### src/rtl/vga_timing_pkg.sv
`default_nettype none
// ============================================================================
// Module   : vga_timing_pkg
// Purpose  : Shared timing constants and types for the VGA raster path.
//            Holds the 640x480@60 default porch/sync widths, the derived
//            totals and sync window bounds, and the {hs, vs, act} bundle
//            that travels through the alignment delay line.
// Revision : 1.0 - initial release
// ============================================================================
package vga_timing_pkg;

    localparam int CNT_W = 10;

    // Default 640x480@60 timing (pixel clocks / lines)
    localparam int DEF_H_VISIBLE = 640;
    localparam int DEF_H_FRONT   = 16;
    localparam int DEF_H_SYNC    = 96;
    localparam int DEF_H_BACK    = 48;
    localparam int DEF_V_VISIBLE = 480;
    localparam int DEF_V_FRONT   = 10;
    localparam int DEF_V_SYNC    = 2;
    localparam int DEF_V_BACK    = 33;

    // Derived values for the default timing; sync windows are [START, END)
    localparam int H_TOTAL  = DEF_H_VISIBLE + DEF_H_FRONT + DEF_H_SYNC + DEF_H_BACK;
    localparam int V_TOTAL  = DEF_V_VISIBLE + DEF_V_FRONT + DEF_V_SYNC + DEF_V_BACK;
    localparam int HS_START = DEF_H_VISIBLE + DEF_H_FRONT;
    localparam int HS_END   = HS_START + DEF_H_SYNC;
    localparam int VS_START = DEF_V_VISIBLE + DEF_V_FRONT;
    localparam int VS_END   = VS_START + DEF_V_SYNC;

    typedef struct packed {
        logic hs;   // active low
        logic vs;   // active low
        logic act;  // visible area
    } sync_bundle_t;

    // Inactive bundle: syncs deasserted, outside the visible area
    localparam sync_bundle_t SYNC_IDLE = '{hs: 1'b1, vs: 1'b1, act: 1'b0};

endpackage : vga_timing_pkg
`default_nettype wire

### src/rtl/sync_delay_line.sv
`default_nettype none
// ============================================================================
// Module   : sync_delay_line
// Purpose  : Parameterised-depth shift register with a per-bit reset value.
//            DEPTH = 0 degenerates to a plain wire.
// Ports    : clk     - clock
//            rst_n   - asynchronous reset, active low
//            i_data  - WIDTH-bit input
//            o_data  - i_data delayed by DEPTH clocks
// Revision : 1.0 - initial release
// ============================================================================
module sync_delay_line #(
    parameter int               WIDTH     = 3,
    parameter int               DEPTH     = 1,
    parameter logic [WIDTH-1:0] RESET_VAL = '0
) (
    input  logic             clk,
    input  logic             rst_n,
    input  logic [WIDTH-1:0] i_data,
    output logic [WIDTH-1:0] o_data
);

    if (DEPTH == 0) begin : g_wire
        assign o_data = i_data;
    end else begin : g_pipe
        logic [WIDTH-1:0] r_stage [DEPTH];

        always_ff @(posedge clk or negedge rst_n) begin
            if (!rst_n) begin
                for (int i = 0; i < DEPTH; i++) r_stage[i] <= RESET_VAL;
            end else begin
                r_stage[0] <= i_data;
                for (int i = 1; i < DEPTH; i++) r_stage[i] <= r_stage[i-1];
            end
        end

        assign o_data = r_stage[DEPTH-1];
    end

endmodule : sync_delay_line
`default_nettype wire

### src/rtl/vga_timing_gen.sv
`default_nettype none
// ============================================================================
// Module   : vga_timing_gen
// Purpose  : Raster counters, sync generation and DAC output stage.
//            X/Y counters feed the pixel generator; its RGB (PIPE_DELAY
//            clocks later) is gated to black outside the visible area and
//            registered together with HS/VS/BLANK_N so all leave aligned.
// Ports    : iVGA_CLK      - pixel clock
//            iRST_N        - asynchronous reset, active low
//            iRed/Green/Blue - generator RGB for the X/Y of PIPE_DELAY ago
//            oVGA_X/oVGA_Y - raw counters (0..H_TOTAL-1 / 0..V_TOTAL-1)
//            oFrame_Tick   - one-clock pulse at start of vertical blank
//            oVGA_HS/VS    - active-low syncs, pipeline-aligned
//            oVGA_BLANK_N  - high in visible area, pipeline-aligned
//            oVGA_R/G/B    - gated RGB to DAC
// Revision : 1.0 - initial release
// ============================================================================
module vga_timing_gen
    import vga_timing_pkg::*;
#(
    parameter int H_VISIBLE  = DEF_H_VISIBLE,
    parameter int H_FRONT    = DEF_H_FRONT,
    parameter int H_SYNC     = DEF_H_SYNC,
    parameter int H_BACK     = DEF_H_BACK,
    parameter int V_VISIBLE  = DEF_V_VISIBLE,
    parameter int V_FRONT    = DEF_V_FRONT,
    parameter int V_SYNC     = DEF_V_SYNC,
    parameter int V_BACK     = DEF_V_BACK,
    parameter int PIPE_DELAY = 1           // 0..4
) (
    input  logic             iVGA_CLK,
    input  logic             iRST_N,
    input  logic [9:0]       iRed,
    input  logic [9:0]       iGreen,
    input  logic [9:0]       iBlue,
    output logic [CNT_W-1:0] oVGA_X,
    output logic [CNT_W-1:0] oVGA_Y,
    output logic             oFrame_Tick,
    output logic             oVGA_HS,
    output logic             oVGA_VS,
    output logic             oVGA_BLANK_N,
    output logic [9:0]       oVGA_R,
    output logic [9:0]       oVGA_G,
    output logic [9:0]       oVGA_B
);

    localparam int c_h_total = H_VISIBLE + H_FRONT + H_SYNC + H_BACK;
    localparam int c_v_total = V_VISIBLE + V_FRONT + V_SYNC + V_BACK;

    localparam logic [CNT_W-1:0] c_h_last    = CNT_W'(c_h_total - 1);
    localparam logic [CNT_W-1:0] c_v_last    = CNT_W'(c_v_total - 1);
    localparam logic [CNT_W-1:0] c_h_vis     = CNT_W'(H_VISIBLE);
    localparam logic [CNT_W-1:0] c_v_vis     = CNT_W'(V_VISIBLE);
    localparam logic [CNT_W-1:0] c_hs_start  = CNT_W'(H_VISIBLE + H_FRONT);
    localparam logic [CNT_W-1:0] c_hs_end    = CNT_W'(H_VISIBLE + H_FRONT + H_SYNC);
    localparam logic [CNT_W-1:0] c_vs_start  = CNT_W'(V_VISIBLE + V_FRONT);
    localparam logic [CNT_W-1:0] c_vs_end    = CNT_W'(V_VISIBLE + V_FRONT + V_SYNC);

    logic [CNT_W-1:0] r_h_cnt;
    logic [CNT_W-1:0] r_v_cnt;
    logic             r_frame_tick;
    logic             r_hs;
    logic             r_vs;
    logic             r_blank_n;
    logic [9:0]       r_red;
    logic [9:0]       r_green;
    logic [9:0]       r_blue;

    logic             w_h_wrap;
    logic             w_v_wrap;
    sync_bundle_t     w_raw;
    sync_bundle_t     w_dly;

    assign w_h_wrap = (r_h_cnt == c_h_last);
    assign w_v_wrap = (r_v_cnt == c_v_last);

    // ------------------------------------------------------------------
    // Raster counters: v advances only on the h wrap clock
    // ------------------------------------------------------------------
    always_ff @(posedge iVGA_CLK or negedge iRST_N) begin
        if (!iRST_N) begin
            r_h_cnt <= '0;
            r_v_cnt <= '0;
        end else begin
            if (w_h_wrap) begin
                r_h_cnt <= '0;
                r_v_cnt <= w_v_wrap ? '0 : r_v_cnt + 1'b1;
            end else begin
                r_h_cnt <= r_h_cnt + 1'b1;
            end
        end
    end

    // Tick lands on the clock after the first blank line's first pixel
    always_ff @(posedge iVGA_CLK or negedge iRST_N) begin
        if (!iRST_N) begin
            r_frame_tick <= 1'b0;
        end else begin
            r_frame_tick <= (r_h_cnt == '0) && (r_v_cnt == c_v_vis);
        end
    end

    // ------------------------------------------------------------------
    // Raw timing decoded from the current counter values
    // ------------------------------------------------------------------
    always_comb begin
        w_raw     = SYNC_IDLE;
        w_raw.hs  = !((r_h_cnt >= c_hs_start) && (r_h_cnt < c_hs_end));
        w_raw.vs  = !((r_v_cnt >= c_vs_start) && (r_v_cnt < c_vs_end));
        w_raw.act = (r_h_cnt < c_h_vis) && (r_v_cnt < c_v_vis);
    end

    // Match the pixel generator's latency so sync/act line up with RGB
    sync_delay_line #(
        .WIDTH     ($bits(sync_bundle_t)),
        .DEPTH     (PIPE_DELAY),
        .RESET_VAL (SYNC_IDLE)
    ) u_sync_delay (
        .clk    (iVGA_CLK),
        .rst_n  (iRST_N),
        .i_data (w_raw),
        .o_data (w_dly)
    );

    // ------------------------------------------------------------------
    // Output register: syncs and gated RGB leave on the same clock
    // ------------------------------------------------------------------
    always_ff @(posedge iVGA_CLK or negedge iRST_N) begin
        if (!iRST_N) begin
            r_hs      <= 1'b1;
            r_vs      <= 1'b1;
            r_blank_n <= 1'b0;
            r_red     <= '0;
            r_green   <= '0;
            r_blue    <= '0;
        end else begin
            r_hs      <= w_dly.hs;
            r_vs      <= w_dly.vs;
            r_blank_n <= w_dly.act;
            r_red     <= w_dly.act ? iRed   : '0;
            r_green   <= w_dly.act ? iGreen : '0;
            r_blue    <= w_dly.act ? iBlue  : '0;
        end
    end

    assign oVGA_X       = r_h_cnt;
    assign oVGA_Y       = r_v_cnt;
    assign oFrame_Tick  = r_frame_tick;
    assign oVGA_HS      = r_hs;
    assign oVGA_VS      = r_vs;
    assign oVGA_BLANK_N = r_blank_n;
    assign oVGA_R       = r_red;
    assign oVGA_G       = r_green;
    assign oVGA_B       = r_blue;

endmodule : vga_timing_gen
`default_nettype wire

### config.mk
export PLATFORM = sky130hd
export DESIGN_NAME = vga_timing_gen
export DESIGN_NICKNAME = d
export VERILOG_FILES = /design/src/rtl/vga_timing_pkg.sv /design/src/rtl/sync_delay_line.sv /design/src/rtl/vga_timing_gen.sv
export SDC_FILE = /design/constraint.sdc
export NUM_CORES = 1
export LEC_CHECK = 0
export ABC_AREA = 1
export ABC_CLOCK_PERIOD_IN_PS = 1600
export BUFFER_PORTS_ARGS = -buffer_cell sky130_fd_sc_hd__buf_2
export CAP_MARGIN = 10
export CELL_PAD_IN_SITES_DETAIL_PLACEMENT = 0
export CELL_PAD_IN_SITES_GLOBAL_PLACEMENT = 1
export CORE_AREA = 2 2 66 115
export CTS_CLUSTER_DIAMETER = 150
export DETAILED_ROUTE_END_ITERATION = 12
export DIE_AREA = 0 0 68 117
export GPL_ROUTABILITY_DRIVEN = 1
export PLACE_DENSITY = 0.88
export SLEW_MARGIN = 20
export SYNTH_ARGS = -nofsm -noshare
export SYNTH_HDL_FRONTEND = slang
export SYNTH_SLANG_ARGS = --single-unit
### constraint.sdc
create_clock -name iVGA_CLK -period 1.6 [get_ports iVGA_CLK]
set_input_delay 0.16 -clock iVGA_CLK [delete_from_list [all_inputs] [get_ports iVGA_CLK]]
set_output_delay 0.16 -clock iVGA_CLK [all_outputs]
set_load 0.005 [all_outputs]
==> summary.txt <==
Yosys
  • Combinational family with the most area after synthesis: simple AND/OR/NAND/NOR gates
  • Mean instance size in the synthesized netlist: 9.18 um2
  • Synth Area in XOR/XNOR: 0.0247
  • Share of the synthesized area in compound gates (AO/OA/AOI/OAI): 0.0232
  • Post-synthesis cell area: between 2000 and 2500 um2
  • Number of distinct library cells after synthesis: 28
  • Synthesized-area fraction occupied by and/or/nand/nor cells: 0.256
  • Share of synthesized area spent on multiplexers: 0
  • Share of synthesized area occupied by flip-flops and latches: 0.578
  • Instance count of the mapped netlist: between 200 and 300
  • Number of warnings printed during yosys synthesis: 0
  • Nets in the synthesized netlist: 307
  • Post-Synth Adder-Cell Area: 0.0253
  • Post-synthesis register bit count: 57

Min path
  • Type of the most critical hold path: in -> reg
  • Worst min-delay path endpoint: oVGA_B[3]$_DFF_PN0_
  • Hold Crit Depth: 3
  • Min-delay src: iBlue[3]

Outcome
  • Status: completed

STA
  • Tightest slew margin relative to the limit: 0.389
  • Setup ws final: roughly 200 ps
  • Setup TNS: 0 ps
  • Final hold slack: between 20 and 30 ps
  • Final hold vios: 0
  • Setup Skew: 6.48 ps
  • Time the worst path needs with I/O delays and setup: between 1000 and 1500 ps
  • Final worst-path cycle share: 0.875
  • Unrepaired setup endpoints after global routing: false
  • Slew at the pin closest to its max-slew limit: 916 ps
  • Number of pins exceeding their max-slew limit in the final report: 0
  • Number of setup violations in the final report: 0
  • Maximum achievable frequency: 0.715 GHz

Pwr
  • Switching part of the total: 0.188
  • PwrDens: about 1100 nW/um2
  • Maximum vdd ir drop: 0.479 mV
  • Comb pwr share: 0.040
  • Lkg Pwr: 1.90 nW
  • Cell-internal power: 2.88 mW
  • Sw power: 666 uW
  • Proportion of power drawn by flip-flops and latches: 0.421
  • Overall power of the completed layout: around 3.5 mW
  • Part of the total power dissipated in the clock network: 0.539

Clock tree
  • Clk Latency, worst-skew pair: 320 ps
  • CTS H-Tree Depth: 3
  • Number of clock buffers inserted by TritonCTS: 9
  • Post-CTS setup-driven buffer insertion count: 0
  • Clock tree from TritonCTS: built
  • Max Root-Sink Buffers: 2
  • Clock root cell: clkbuf_16
  • CTS sink count: 57
  • Clock transition at the registers of the reported paths: 50 ps

Worst setup path
  • Biggest fanout along the worst timing path: 5
  • Setup slack, reg-to-reg: 200 ps
  • Worst path required time: 1800 ps
  • Element type at the critical path end: flip-flop
  • Number of cell instances on the worst register-to-register path: 7
  • Crit Reg-Reg Startpoint: oVGA_Y[0]$_DFFE_PN0N_
  • Worst endpoint data arrival time: about 1600 ps
  • Kind of start point of the critical path: flip-flop
  • Startpoint-to-endpoint class of the critical path: reg -> reg
  • Capture instance of the worst register-to-register path: oVGA_Y[0]$_DFFE_PN0N_

Floorplan
  • Core region area: 7080 um2
  • Height of the die: 117 um
  • Std cell rows: 41
  • Horizontal extent of the die: 68 um
  • Die area: just under 8000 um2
  • Initial Util: 0.350
  • Count of boundary I/O pins: 86

Placement
  • Post-Place Cells: 438
  • Final GP Congestion: around 0.83
  • Worst setup slack after placement: 218 ps
  • PortBufs: 85
  • Final HPWL DP: roughly 4.1 mm

Global routing
  • Pin count of the biggest net entering global routing: 58
  • Antenna violations before repair: 0
  • Overall global routing resource usage: 0.147
  • Via count of the first global-routing pass: approximately 1900
  • Total congestion overflow: 0
  • First-pass GRT wire length: 8.44 mm

Cells and area
  • Net count, final: 401
  • Share of layout cells above drive strength 1: 0.347
  • Count of antenna diodes in the layout: 0
  • Number of inserted filler cells in the final layout: 692
  • Post-route insts no fill: 455
  • Synthesis-to-layout area growth: 34.5%
  • Leading cell type in the layout, fill and taps excluded: buf_2
  • Top library cells by usage in the layout, fill and taps aside: 85 x buf_2, 67 x nand2_1, 53 x dfrtp_1

Detailed routing
  • Total iterations of the first detailed-routing run: 4
  • Starting DRC count in detailed routing: 90
  • Via/cell ratio: 4.37
  • Number of remaining DRC errors: 0
  • Overall via count from detail_route: 1989
  • Routed wire per std cell: roughly 12 um
  • Routed Antenna Nets: 0
  • Wire length reported by the detailed router: 5.46 mm

Job
  • Total of max-cap violations: 0
-- worst max-delay path by stage --
stage,startpoint,to,slack [ps],depth (start not counted)
floorplan,oVGA_Y[0]$_DFFE_PN0N_,oVGA_Y[0]$_DFFE_PN0N_,350,7
global placement,oVGA_X[0]$_DFF_PN0_,oVGA_Y[9]$_DFFE_PN0N_,290,8
detailed placement,oVGA_Y[0]$_DFFE_PN0N_,oVGA_Y[1]$_DFFE_PN0N_,220,7
CTS,oVGA_Y[0]$_DFFE_PN0N_,oVGA_Y[1]$_DFFE_PN0N_,210,7
global route,oVGA_X[0]$_DFF_PN0_,oVGA_Y[0]$_DFFE_PN0N_,50,7
finish,oVGA_Y[0]$_DFFE_PN0N_,oVGA_Y[0]$_DFFE_PN0N_,200,7
-- worst max-delay path, cell delays in order, from the launching register on --
cell and delay (ps):
dfrtp_1 410, inv_1 150, ha_1 190, inv_1 50
nor2_1 120, nand4_2 160, nand3_1 130, o21ai_1 70
-- power groups by stage --
stage	registers [mW]	logic (mW)	clock network (mW)
global placement	1.51	0.144	0
floorplan	1.52	0.0274	0
global route	1.49	0.168	2.03
detailed placement	1.51	0.146	0
finish	1.49	0.144	1.91
CTS	1.49	0.149	1.96
-- routing by layer --
layer	vias up	global-route usage	routed length, um
met5	-	0	0
met4	0	0.117	204
met3	16	0.0373	326
met2	69	0.252	2900
met1	913	0.144	2030
li1	991	-	-
-- cells by family after synthesis --
| logic type | count (synthesis) |
|---|---|
| compound gates | 11 |
| xor+xnor | 7 |
| fa+ha+maj | 5 |
| buf+inv | 60 |
| flops | 57 |
| simple gates | 130 |
-- metrics by stage --
stage	util	area (um2)
after CTS	0.471	3330
after detailed placement	0.426	3010
after floorplan	-	2480
after global routing	0.471	3330
final	0.471	3330
after global placement	0.426	3010
-- cell usage after synthesis, drive strengths merged --
master | instances | area, um2
nor3 | 3 | 15.0
o21bai | 1 | 7.51
clkbuf | 3 | 11.3
inv | 54 | 203
nand2 | 70 | 270
o21ai | 5 | 25.0
dfstp | 4 | 105
nand3b | 4 | 30.0
buf | 2 | 12.5
nand3 | 12 | 82.6
clkinv | 1 | 5.00
nor2 | 34 | 178
a21oi | 5 | 25.0
nand4 | 4 | 37.5
nor4 | 2 | 12.5
nor3b | 1 | 7.51
ha | 5 | 62.6
xor2 | 7 | 61.3
dfrtp | 53 | 1330
-- sequential cells by signal, indices dropped and copies added (netlist names) --
signal and count:
oFrame_Tick 1, oVGA_X 10, oVGA_HS 1, oVGA_VS 1, u_sync_delay.o_data 3, oVGA_G 10
oVGA_B 10, oVGA_Y 10, oVGA_BLANK_N 1, oVGA_R 10
-- what timing repair did --
action / in CTS / in global routing
hold buffers: 1 / 0
gates resized for setup: 0 / 0
hold endpoints to repair: 53 / 0
-- final cells by class --
cell class | count | area [um2] | area share
clock inverter | 2 | 35.0 | 0.0105
multi-input combinational | 153 | 815 | 0.244
sequential | 57 | 1430 | 0.429
clock buffer | 14 | 274 | 0.0822
timing repair buffer | 88 | 463 | 0.139
inverter | 55 | 208 | 0.0623
tap | 86 | 108 | 0.0323
(Power assumes the default switching activity.)
